<file path="src/rtl/reg_transfer_sequencer.sv">
// Register-transfer sequencer: turns MOV / ALU transfer requests into timed
// active-low bus-assert and load strobes for the general purpose registers.
// Every strobe, done and busy is a flop output; req_ready decodes state only.
module reg_transfer_sequencer #(
  parameter int unsigned NUM_REGS      = 4,
  parameter int unsigned IDX_W         = 2,
  parameter int unsigned SETTLE_CYCLES = 1
) (
  input  logic                clk,
  input  logic                rst,
  input  logic                req_valid,
  output logic                req_ready,
  input  logic                req_op,
  input  logic [IDX_W-1:0]    req_src,
  input  logic [IDX_W-1:0]    req_lhs,
  input  logic [IDX_W-1:0]    req_rhs,
  input  logic [IDX_W-1:0]    req_dst,
  input  logic                hold,
  output logic [NUM_REGS-1:0] a_main_n,
  output logic [NUM_REGS-1:0] a_lhs_n,
  output logic [NUM_REGS-1:0] a_rhs_n,
  output logic [NUM_REGS-1:0] load_n,
  output logic                alu_main_n,
  output logic                done,
  output logic                busy
);

  localparam logic [3:0] SettleInit = 4'(SETTLE_CYCLES - 1);

  typedef enum logic [2:0] {StIdle, StDrive, StOper, StResult, StLatch} state_e;

  state_e               state_q, state_d;
  logic [3:0]           cnt_q, cnt_d;
  logic                 op_q, op_d;
  logic [IDX_W-1:0]     src_q, src_d, lhs_q, lhs_d, rhs_q, rhs_d, dst_q, dst_d;
  logic [NUM_REGS-1:0]  a_main_n_q, a_main_n_d, a_lhs_n_q, a_lhs_n_d;
  logic [NUM_REGS-1:0]  a_rhs_n_q, a_rhs_n_d, load_n_q, load_n_d;
  logic                 alu_main_n_q, alu_main_n_d, done_q, done_d, busy_q, busy_d;
  logic                 main_en, oper_en, alu_en;

  // One-hot select of a register; out-of-range indices select nothing.
  function automatic logic [NUM_REGS-1:0] sel(input logic [IDX_W-1:0] idx, input logic en);
    sel = '0;
    for (int unsigned i = 0; i < NUM_REGS; i++) begin
      if (en && (idx == IDX_W'(i))) sel[i] = 1'b1;
    end
  endfunction

  // Next-state, settle counter and request latching.
  always_comb begin
    state_d = state_q;
    cnt_d   = cnt_q;
    op_d    = op_q;
    src_d   = src_q;
    lhs_d   = lhs_q;
    rhs_d   = rhs_q;
    dst_d   = dst_q;
    case (state_q)
      StIdle: begin
        if (req_valid) begin
          op_d    = req_op;
          src_d   = req_src;
          lhs_d   = req_lhs;
          rhs_d   = req_rhs;
          dst_d   = req_dst;
          cnt_d   = SettleInit;
          state_d = req_op ? StOper : StDrive;
        end
      end
      StDrive, StOper: begin
        if (!hold) begin
          if (cnt_q == 4'd0) state_d = (state_q == StDrive) ? StLatch : StResult;
          else               cnt_d   = cnt_q - 4'd1;
        end
      end
      StResult: begin
        if (!hold) state_d = StLatch;
      end
      StLatch: state_d = StIdle;  // hold ignored: the load always completes
      default: state_d = StIdle;
    endcase
  end

  // Strobes are computed from the next state so they come straight out of flops.
  always_comb begin
    main_en      = (state_d == StDrive) || ((state_d == StLatch) && !op_d);
    oper_en      = op_d && ((state_d == StOper) || (state_d == StResult) ||
                            (state_d == StLatch));
    alu_en       = op_d && ((state_d == StResult) || (state_d == StLatch));
    a_main_n_d   = ~sel(src_d, main_en);
    a_lhs_n_d    = ~sel(lhs_d, oper_en);
    a_rhs_n_d    = ~sel(rhs_d, oper_en);
    load_n_d     = ~sel(dst_d, state_d == StLatch);
    alu_main_n_d = ~alu_en;
    done_d       = (state_q == StLatch);
    busy_d       = (state_d != StIdle);
  end

  // State and output registers with synchronous reset.
  always_ff @(posedge clk) begin
    if (rst) begin
      state_q      <= StIdle;
      cnt_q        <= 4'd0;
      op_q         <= 1'b0;
      src_q        <= '0;
      lhs_q        <= '0;
      rhs_q        <= '0;
      dst_q        <= '0;
      a_main_n_q   <= '1;
      a_lhs_n_q    <= '1;
      a_rhs_n_q    <= '1;
      load_n_q     <= '1;
      alu_main_n_q <= 1'b1;
      done_q       <= 1'b0;
      busy_q       <= 1'b0;
    end else begin
      state_q      <= state_d;
      cnt_q        <= cnt_d;
      op_q         <= op_d;
      src_q        <= src_d;
      lhs_q        <= lhs_d;
      rhs_q        <= rhs_d;
      dst_q        <= dst_d;
      a_main_n_q   <= a_main_n_d;
      a_lhs_n_q    <= a_lhs_n_d;
      a_rhs_n_q    <= a_rhs_n_d;
      load_n_q     <= load_n_d;
      alu_main_n_q <= alu_main_n_d;
      done_q       <= done_d;
      busy_q       <= busy_d;
    end
  end

  assign req_ready  = (state_q == StIdle);
  assign a_main_n   = a_main_n_q;
  assign a_lhs_n    = a_lhs_n_q;
  assign a_rhs_n    = a_rhs_n_q;
  assign load_n     = load_n_q;
  assign alu_main_n = alu_main_n_q;
  assign done       = done_q;
  assign busy       = busy_q;

`ifndef SYNTHESIS
  // Bus-contention and load-timing invariants.
  a_single_main_driver: assert property (@(posedge clk) disable iff (rst)
    $onehot0({~a_main_n_q, ~alu_main_n_q}));
  a_single_lhs: assert property (@(posedge clk) disable iff (rst) $onehot0(~a_lhs_n_q));
  a_single_rhs: assert property (@(posedge clk) disable iff (rst) $onehot0(~a_rhs_n_q));
  a_single_load: assert property (@(posedge clk) disable iff (rst) $onehot0(~load_n_q));
  a_load_in_latch: assert property (@(posedge clk) disable iff (rst)
    (load_n_q != '1) |-> (state_q == StLatch));
  a_alu_excl_main: assert property (@(posedge clk) disable iff (rst)
    !alu_main_n_q |-> (a_main_n_q == '1));
`endif

endmodule

</file>
<file path="config.mk">
export PLATFORM = sky130hd
export DESIGN_NAME = reg_transfer_sequencer
export DESIGN_NICKNAME = d
export VERILOG_FILES = /design/src/rtl/reg_transfer_sequencer.sv
export SDC_FILE = /design/constraint.sdc
export NUM_CORES = 1
export LEC_CHECK = 0
export ABC_AREA = 1
export CORE_MARGIN = 2
export CORE_UTILIZATION = 33
export CTS_CLUSTER_DIAMETER = 30
export DETAILED_ROUTE_END_ITERATION = 12
export SLEW_MARGIN = 10
export SYNTH_ARGS = -nofsm -noshare
export SYNTH_HDL_FRONTEND = slang
export SYNTH_SLANG_ARGS = --single-unit
export TNS_END_PERCENT = 100
</file>
<file path="constraint.sdc">
create_clock -name clk -period 1.6 [get_ports clk]
set_input_delay 0.24 -clock clk [delete_from_list [all_inputs] [get_ports clk]]
set_output_delay 0.24 -clock clk [all_outputs]
set_load 0.02 [all_outputs]
</file>
==> flow_metrics.tcl, run 1 <==
set metrics [dict create \
    grt_antenna_before_repair 0 \
    viasPerCell 4.44 \
    hold_path_class "reg2reg" \
    total_power_mw 2.77 \
    rsz0062_at_grt "no" \
    cap_violations 0 \
    synthAdderAreaFrac_pct 0.834 \
    numCtsBuffers 5 \
    synth.cell_area_sq_um 1500 \
    synth_seq_area_share_pct 46.7 \
    r2r_cells 9 \
    ys_warn_count 0 \
    synth.area.top_cells "dfxtp_1, nand2_1, nand3_1" \
    path_cells "clkdlybuf4s50_1" \
    avgSynthCellArea_sq_um 8.72 \
    cts_tree "built" \
    coreArea_sq_um 4350 \
    dp_slack_ns -0.142 \
    fin_ws_ns 0.149 \
    ys_ff_latch 35 \
    yosysTopAreaCellShare_pct 46.7 \
    max_clock_freq_ghz 0.689 \
    root_buffer "clkbuf_8" \
    grt_pass1_wl_microns 5070 \
    worstSetupStartpointType "flip-flop" \
    path_delay_family "buffers and inverters" \
    syn_to_final_growth_pct 37.6 \
    leakage_nw 0.884 \
    clockBufferDepth 2 \
    synth-xor-area-share_pct 1.17 \
    crit_buf_inv 1 \
    grt_overflow 0 \
    grt_usage_pct 12.9 \
    required_ns 1.36 \
    slowest_stage "clkdlybuf4s50_1" \
    pin_count 33 \
    yosysMostFrequentCell "dfxtp_1" \
    die_x_microns 71.4 \
    h-tree-depth 2 \
    synth_async_sr_flop_share_pct 0 \
    cts_hold_buffers 0 \
    synth.distinct_cells 30 \
    grt_pass1_vias 1120 \
    finalSetupTns_ns 0 \
    cp-end-kind "output port" \
    fp-row-count 24 \
    io_buffer_count 32 \
    route.detailed.drc 0 \
    setup_viol 0 \
    fill_cells 409 \
    postCtsSetupRepairBufs 0 \
    place.gp.congestion 0.764 \
    holdWs_ns 0.426 \
    wl_per_cell_microns 11.2 \
    status "complete, no violations" \
    clock_sinks 35 \
    critPathArrivalTime_ns 1.21 \
    slew_headroom_pct 73.5 \
    clk_pin_slew_ns 0.07 \
    drt_pass1_iterations 4 \
    fin_skew_ns 0.00537 \
    nNetsFinal 233 \
    synth_edf_count 0 \
    synthCells 172 \
    synth.area.mux_share_pct 0 \
    synth_compound_area_share_pct 8.34 \
    cp.depth 1 \
    synth_top_family_by_area "simple AND/OR/NAND/NOR gates" \
    synth_nets 186 \
    post-route-period-util_pct 90.7 \
    hpwlAfterDp_microns 2240 \
    dieArea_sq_um 5100 \
    wl_microns 3040 \
    hold_viol_final 0 \
    synthTopCellsByCount "dfxtp_1, nand2_1, inv_1, nand3_1, nor2_1" \
    crit_fanout 1 \
    power.density_nw_per_um2 1340 \
    synthFlopType "dfxtp_1" \
    vias 1208 \
    synth-simple-area-share_pct 33.6 \
    max-vdd-ir-drop_mv 0.575 \
    antennaDiodeCount 0 \
    finalMaxSlewViolations 0 \
    grt_start_max_net_pins 20 \
    insertion_delay_ns 0.29 \
    tightest_slew_ns 0.396 \
    synth_largest_area_cell "dfxtp_1" \
    drtAntennaViolNets 0 \
    drtIter0Drc 24 \
    cpPeakStageDelay_ns 0.60 \
    period_minus_slack_ns 1.45 \
    hold_depth 1 \
    drive_gt1_share_pct 25.9 \
    start_util_pct 34.5 \
    critical_path_class "reg2out" \
    die_h_microns 71.4 \
]
-- placed cells by master (no fill, tap or decap) --
cell | Yosys | routed
a21oi_1 | 7 | 7
buf_4 | 0 | 13
bufinv_16 | 0 | 1
clkbuf_8 | 0 | 5
clkdlybuf4s50_1 | 0 | 31
clkinv_2 | 0 | 1
clkinv_4 | 1 | 2
dfxtp_1 | 35 | 35
dlygate4sd2_1 | 0 | 1
ha_4 | 0 | 1
inv_1 | 18 | 18
inv_2 | 1 | 1
inv_6 | 1 | 1
nand2_1 | 25 | 24
nand2_2 | 4 | 5
nand2_4 | 4 | 4
nand2_8 | 2 | 2
nand3_1 | 18 | 18
nand3_2 | 1 | 1
nand4_1 | 9 | 9
nor2_1 | 16 | 15
nor2_2 | 7 | 8
nor2_4 | 2 | 2
nor3_1 | 1 | 1
o21ai_2 | 7 | 8
o21ai_4 | 1 | 1
o21bai_1 | 1 | 1
or2_0 | 1 | 1
or2_2 | 1 | 1
xnor2_1 | 1 | 1
xor2_1 | 1 | 1
-- timing repair --
item | 4_1_cts | 5_1_grt
setup endpoints to repair | 6 | 14
resized for setup | 1 | 5
pin swaps | 0 | 1
endpoints found under the hold margin | 0 | 0
-- routing by layer --
| layer | wire length (microns) | vias up | track usage [%] |
|---|---|---|---|
| met1 | 1420 | 532 | 16.1 |
| met3 | 151 | 5 | 5.20 |
| met5 | 0 | - | 0 |
| met2 | 1430 | 26 | 20.5 |
| met4 | 41 | 0 | 4.40 |
| li1 | - | 645 | - |
-- logic make-up after synthesis --
group | count (synthesis)
compound gates | 17
xor+xnor | 2
buf+inv | 26
fa+ha+maj | 1
flops | 35
simple gates | 91
-- metrics by stage --
| step | utilization, % | std cells | instance area, sq um |
|---|---|---|---|
| final | 47.4 | 272 | 2060 |
| after global routing | 47.4 | 272 | 2060 |
| after CTS | 46.9 | 272 | 2040 |
| after detailed placement | 44.4 | 264 | 1930 |
| after global placement | 44.4 | 264 | 1930 |
| after floorplan | - | 172 | 1500 |
-- flip-flops by register name (all words and copies together) (netlist names), 2 cells and up --
signal and flops:
src_q 2, load_n 4, a_main_n 4, dst_q 2, a_rhs_n 4, cnt_q 4, state_q 3, a_lhs_n 4
lhs_q 2, rhs_q 2
-- worst paths after layout --
check / slack [ns] / start / to
worst max-delay path: 0.15 / a_lhs_n[0] / a_lhs_n[0]
worst max register to register: 0.16 / cnt_q[0] / a_main_n[1]
worst min register to register: 0.43 / cnt_q[0] / cnt_q[0]
worst min-delay path: 0.43 / cnt_q[0] / cnt_q[0]
-- where the power goes --
| group | internal [mW] | switching, mW |
|---|---|---|
| sequential | 0.967 | 0.0437 |
| combinational | 0.387 | 0.577 |
| clock | 0.464 | 0.326 |
| total | 1.82 | 0.947 |
-- area by class of cell --
cell class,instances,area (sq um),share of cell area (%)
Clock buffer,5,68.8,3.33
Sequential cell,35,701,33.9
Timing Repair Buffer,45,417,20.2
Multi-Input combinational cell,111,681,33.0
Inverter,21,88.8,4.30
Tap cell,52,65.1,3.15
Clock inverter,3,43.8,2.12
(Power assumes the default switching activity.)
==> run 2, diff against run 1 <==
--- a/config.mk
+++ b/config.mk
@@ -10,6 +10,7 @@
 export CORE_UTILIZATION = 33
 export CTS_CLUSTER_DIAMETER = 30
 export DETAILED_ROUTE_END_ITERATION = 12
+export GPL_ROUTABILITY_DRIVEN = 0
 export SLEW_MARGIN = 10
 export SYNTH_ARGS = -nofsm -noshare
 export SYNTH_HDL_FRONTEND = slang
==> constraint.sdc (replaced) <==
create_clock -name clk -period 1.6 [get_ports clk]
set_input_delay 0.48 -clock clk [delete_from_list [all_inputs] [get_ports clk]]
set_output_delay 0.48 -clock clk [all_outputs]
set_load 0.02 [all_outputs]
==> flow_metrics.tcl, run 2 (synthesis gave the netlist of run 1 again) <==
set metrics [dict create \
    drtIter0Drc 47 \
    die_h_microns 71.4 \
    drive_gt1_share_pct 28.9 \
    r2r_start "cnt_q[0]" \
    nNetsFinal 240 \
    drt_pass1_iterations 4 \
    final_cell_mix "dfxtp_1, nand2_1, buf_4" \
    final_util_pct 47.4 \
    grt_antenna_before_repair 0 \
    critPathArrivalTime_ns 1.73 \
    clockBufferDepth 2 \
    cts_tree "built" \
    cap_violations 0 \
    intPower_mw 1.65 \
    setup_viol 0 \
    grt_usage_pct 13.2 \
    fp-row-count 24 \
    slew_headroom_pct 80.7 \
    hold_viol_final 0 \
    wl_per_cell_microns 11.2 \
    grt_pass1_wl_microns 5400 \
    clock_sinks 35 \
    p_seq_share_pct 39.5 \
    tightest_slew_ns 0.289 \
    max_clock_freq_ghz 0.663 \
    cts_hold_buffers 0 \
    status "complete, no violations" \
    clk_pin_slew_ns 0.06 \
    leakage_nw 0.884 \
    cp-end-kind "flip-flop" \
    post-route-period-util_pct 94.3 \
    fin_skew_ns 0.00226 \
    grt_start_max_net_pins 19 \
    fin_area_sq_um 2070 \
    antennaDiodeCount 0 \
    finalMaxSlewViolations 0 \
    fin_ws_ns 0.0916 \
    wl_microns 3100 \
    power.density_nw_per_um2 1240 \
    min_from "cnt_q[0]" \
    pin_count 33 \
    r2r_end "a_main_n[0]" \
    crit_fanout 4 \
    dpl_cell_area_sq_um 1980 \
    hold_depth 1 \
    drtAntennaViolNets 0 \
    finalSetupTns_ns 0 \
    layout_commonest_cell "dfxtp_1" \
    min_to "cnt_q[0]" \
    vias 1249 \
    p_switching_mw 0.916 \
    syn_to_final_growth_pct 37.7 \
    rsz0062_at_grt "no" \
    die_x_microns 71.4 \
    dp_slack_ns -0.375 \
    required_ns 1.82 \
    start_util_pct 34.5 \
    io_buffer_count 32 \
    viasPerCell 4.51 \
    h-tree-depth 2 \
    hpwlAfterDp_microns 2290 \
    coreArea_sq_um 4350 \
    critical_path_class "in2reg" \
    period_minus_slack_ns 1.51 \
    insertion_delay_ns 0.27 \
    max-vdd-ir-drop_mv 0.781 \
    numCtsBuffers 5 \
    worstSetupStartpointType "input pin" \
    r2r_setup_slack_ns 0.15 \
    dieArea_sq_um 5100 \
    route.detailed.drc 0 \
    r2r_cells 11 \
    swShare_pct 35.7 \
    hold_path_class "reg2reg" \
    root_buffer "clkbuf_8" \
    grt_pass1_vias 1225 \
    comb_power_share_pct 38.6 \
    clkPwrFrac_pct 21.9 \
    grt_overflow 0 \
]
run 2: changes by cell type in the layout (fill, tap and decap cells not counted), sizes merged:
cell / change
buf: +8
clkdlybuf4s50: -21
dlygate4sd2: +18
dlymetal6s2s: +2
bufinv: -1
clkbuf: +1
clkinv: -2
run 2: how the worst max path moves through the flow:
stage          startpoint  cells after the start     endpoint
5_1_grt            req_op                      9  a_main_n[3]
2_1_floorplan  state_q[0]                     12  a_main_n[1]
6_report           req_op                      9  a_main_n[0]
3_5_place_dp    req_valid                      6   a_lhs_n[2]
4_1_cts         req_valid                      7  a_main_n[2]
3_3_place_gp    req_valid                      6   a_rhs_n[2]
run 2: routing by layer:
layer / wire length (microns) / vias to the layer above / global-route usage [%]
li1: - / 654 / -
met1: 1410 / 563 / 17.3
met2: 1480 / 28 / 21.4
met3: 183 / 4 / 3.80
met4: 30 / 0 / 3.77
met5: 0 / - / 0
run 2: cell type report:
type / count / area (sq um)
Inverter: 21 / 88.8
Fill cell: 438 / 2290
Clock buffer: 6 / 72.6
Timing Repair Buffer: 52 / 447
Sequential cell: 35 / 702
Tap cell: 52 / 65.1
Multi-Input combinational cell: 111 / 691
run 2: timing repair:
action                     in CTS  in global routing
setup endpoints to repair      33                 20
gates cloned                    0                  0
gates resized for setup        25                  9
pin swaps                       0                  1
buffers inserted                0                  1
run 2: stage by stage:
stage	total power [mW]	hold WS, ns	std cells
2_1_floorplan	1.72	0.403	172
3_3_place_gp	2.01	0.414	270
3_5_place_dp	2.02	0.421	270
4_1_cts	2.57	0.430	276
5_1_grt	2.75	0.458	277
6_report	2.57	0.429	277
run 2: power groups by stage:
stage          clock network [mW]  registers, mW  logic [mW]
3_5_place_dp                    0           1.03       0.986
5_1_grt                     0.619           1.02        1.11
6_report                    0.561           1.01       0.991
2_1_floorplan                   0           1.06       0.656
4_1_cts                     0.585           1.01       0.973
3_3_place_gp                    0           1.03       0.981
run 2: critical path, cell delays in order:
cell	delay, ns
clkdlybuf4s50_1	0.48
inv_1	0.04
nand2_1	0.10
nand2_1	0.07
a21oi_1	0.21
nand2_1	0.11
nand2_1	0.11
nand2_4	0.07
nand3_1	0.07
==> run 3, diff against run 2 <==
--- a/config.mk
+++ b/config.mk
@@ -6,11 +6,12 @@
 export NUM_CORES = 1
 export LEC_CHECK = 0
 export ABC_AREA = 1
-export CORE_MARGIN = 2
+export CORE_MARGIN = 5
 export CORE_UTILIZATION = 33
 export CTS_CLUSTER_DIAMETER = 30
 export DETAILED_ROUTE_END_ITERATION = 12
 export GPL_ROUTABILITY_DRIVEN = 0
+export SETUP_SLACK_MARGIN = 0.5
 export SLEW_MARGIN = 10
 export SYNTH_ARGS = -nofsm -noshare
 export SYNTH_HDL_FRONTEND = slang
==> constraint.sdc (replaced) <==
create_clock -name clk -period 1.5 [get_ports clk]
set_input_delay 0.45 -clock clk [delete_from_list [all_inputs] [get_ports clk]]
set_output_delay 0.45 -clock clk [all_outputs]
set_load 0.02 [all_outputs]
==> flow_metrics.tcl, run 3 (synthesis gave the netlist of run 1 again) <==
set metrics [dict create \
    clockBufferDepth 2 \
    finalSetupTns_ns 0 \
    hpwlAfterDp_microns 2450 \
    cpPeakStageDelay_ns 0.33 \
    layout_commonest_cell "buf_4" \
    wl_microns 3700 \
    fin_cells 289 \
    grt_pass1_vias 1338 \
    crit_fanout 2 \
    total_power_mw 3.23 \
    holdWs_ns 0.430 \
    max-vdd-ir-drop_mv 0.598 \
    wl_per_cell_microns 12.8 \
    numCtsBuffers 5 \
    critPathArrivalTime_ns 0.98 \
    clock_sinks 35 \
    viasPerCell 4.45 \
    clk_pin_slew_ns 0.07 \
    r2r_start "state_q[0]" \
    coreArea_sq_um 4380 \
    rsz0062_at_grt "yes" \
    r2r_setup_slack_ns 0.12 \
    final_cell_mix "buf_4, buf_6, dfxtp_2" \
    power.density_nw_per_um2 1320 \
    route.detailed.drc 0 \
    slowest_stage "dfxtp_2" \
    hold_path_class "reg2reg" \
    grt_start_max_net_pins 12 \
    dp_slack_ns -0.452 \
    required_ns 1.05 \
    leakage_nw 1.03 \
    cap_violations 0 \
    drive_gt1_share_pct 60.8 \
    cts_hold_buffers 0 \
    fin_skew_ns 0.00635 \
    critPathLaunch "state_q[1]" \
    place_inst 270 \
    vias 1285 \
    hold_viol_final 0 \
    slew_headroom_pct 78.3 \
    grt_overflow 0 \
    grt_usage_pct 13.3 \
    drtIter0Drc 96 \
    root_buffer "clkbuf_8" \
    h-tree-depth 2 \
    period_minus_slack_ns 1.43 \
    antennaDiodeCount 0 \
    drtAntennaViolNets 0 \
    grt_antenna_before_repair 0 \
    die_x_microns 77.4 \
    status "complete, no violations" \
    dieArea_sq_um 5990 \
    io_buffer_count 32 \
    finalMaxSlewViolations 0 \
    r2r_end "a_rhs_n[0]" \
    hold_depth 1 \
    r2r_cells 9 \
    fp-row-count 24 \
    worstSetupStartpointType "flip-flop" \
    pin_count 33 \
    nNetsFinal 250 \
    cts_tree "built" \
    tightest_slew_ns 0.326 \
    drt_pass1_iterations 4 \
    syn_to_final_growth_pct 62.5 \
    path_delay_family "flip-flops" \
    post-route-period-util_pct 95.1 \
    min_from "cnt_q[0]" \
    insertion_delay_ns 0.29 \
    min_to "cnt_q[0]" \
    fin_ws_ns 0.0736 \
    setup_viol 0 \
    critical_path_class "reg2out" \
    grt_pass1_wl_microns 6420 \
    crit_buf_inv 2 \
    path_cells "inv_2 > nand2_4 > nor2_4 > buf_6" \
    max_clock_freq_ghz 0.701 \
    start_util_pct 34.2 \
    die_h_microns 77.4 \
    cp-end-kind "output port" \
]
==> run 3: cell type report <==
type | count | area, sq um
multi-input cells | 113 | 908
inverters | 21 | 88.8
clock buffers | 6 | 72.6
clock inverters | 2 | 12.5
well taps | 52 | 65.1
fillers | 388 | 1950
repair buffers | 60 | 558
flip-flops and latches | 35 | 732
==> run 3: timing repair <==
item,in CTS,in global routing
gates resized for setup,167,26
hold endpoints to repair,0,0
pin swaps,7,7
buffers inserted,6,3
endpoints found under the setup margin,55,54
gates cloned,2,0
==> run 3: routing by layer <==
layer | track usage (%) | routed length [microns] | up-vias
met1 | 17.8 | 1770 | 570
met4 | 5.67 | 36 | 0
met2 | 19.7 | 1710 | 30
met5 | 0 | 0 | -
met3 | 4.05 | 182 | 2
li1 | - | - | 683
==> run 3: worst max-delay path by stage <==
stage                   to  slack (ns)  cells after the start
2_1_floorplan  a_main_n[1]        0.10                     12
3_3_place_gp    a_lhs_n[0]       -0.42                      6
3_5_place_dp    a_rhs_n[0]       -0.45                      6
4_1_cts          req_ready        0.09                      4
5_1_grt          req_ready        0.01                      4
6_report         req_ready        0.07                      4
==> run 3: worst register-to-register path, delay by kind of cell, from the launching register on <==
kind / cells / cell delay, ns
flip-flops: 1 / 0.36
buffers and inverters: 2 / 0.17
AND/OR/NAND/NOR: 7 / 0.72
==> run 3: power by group <==
part           internal, mW  total (mW)  switching (mW)  leakage, nW
Clock                 0.324       0.669           0.344       0.0412
Sequential             1.04        1.10          0.0571        0.280
Combinational         0.623        1.46           0.835        0.710
==> run 3: through the flow <==
| stage | utilization [%] | cell area, sq um |
|---|---|---|
| CTS | 52.8 | 2320 |
| global route | 55.6 | 2440 |
| finish | 55.6 | 2440 |
| global placement | 46.1 | 2020 |
| floorplan | - | 1560 |
| detailed placement | 46.1 | 2020 |
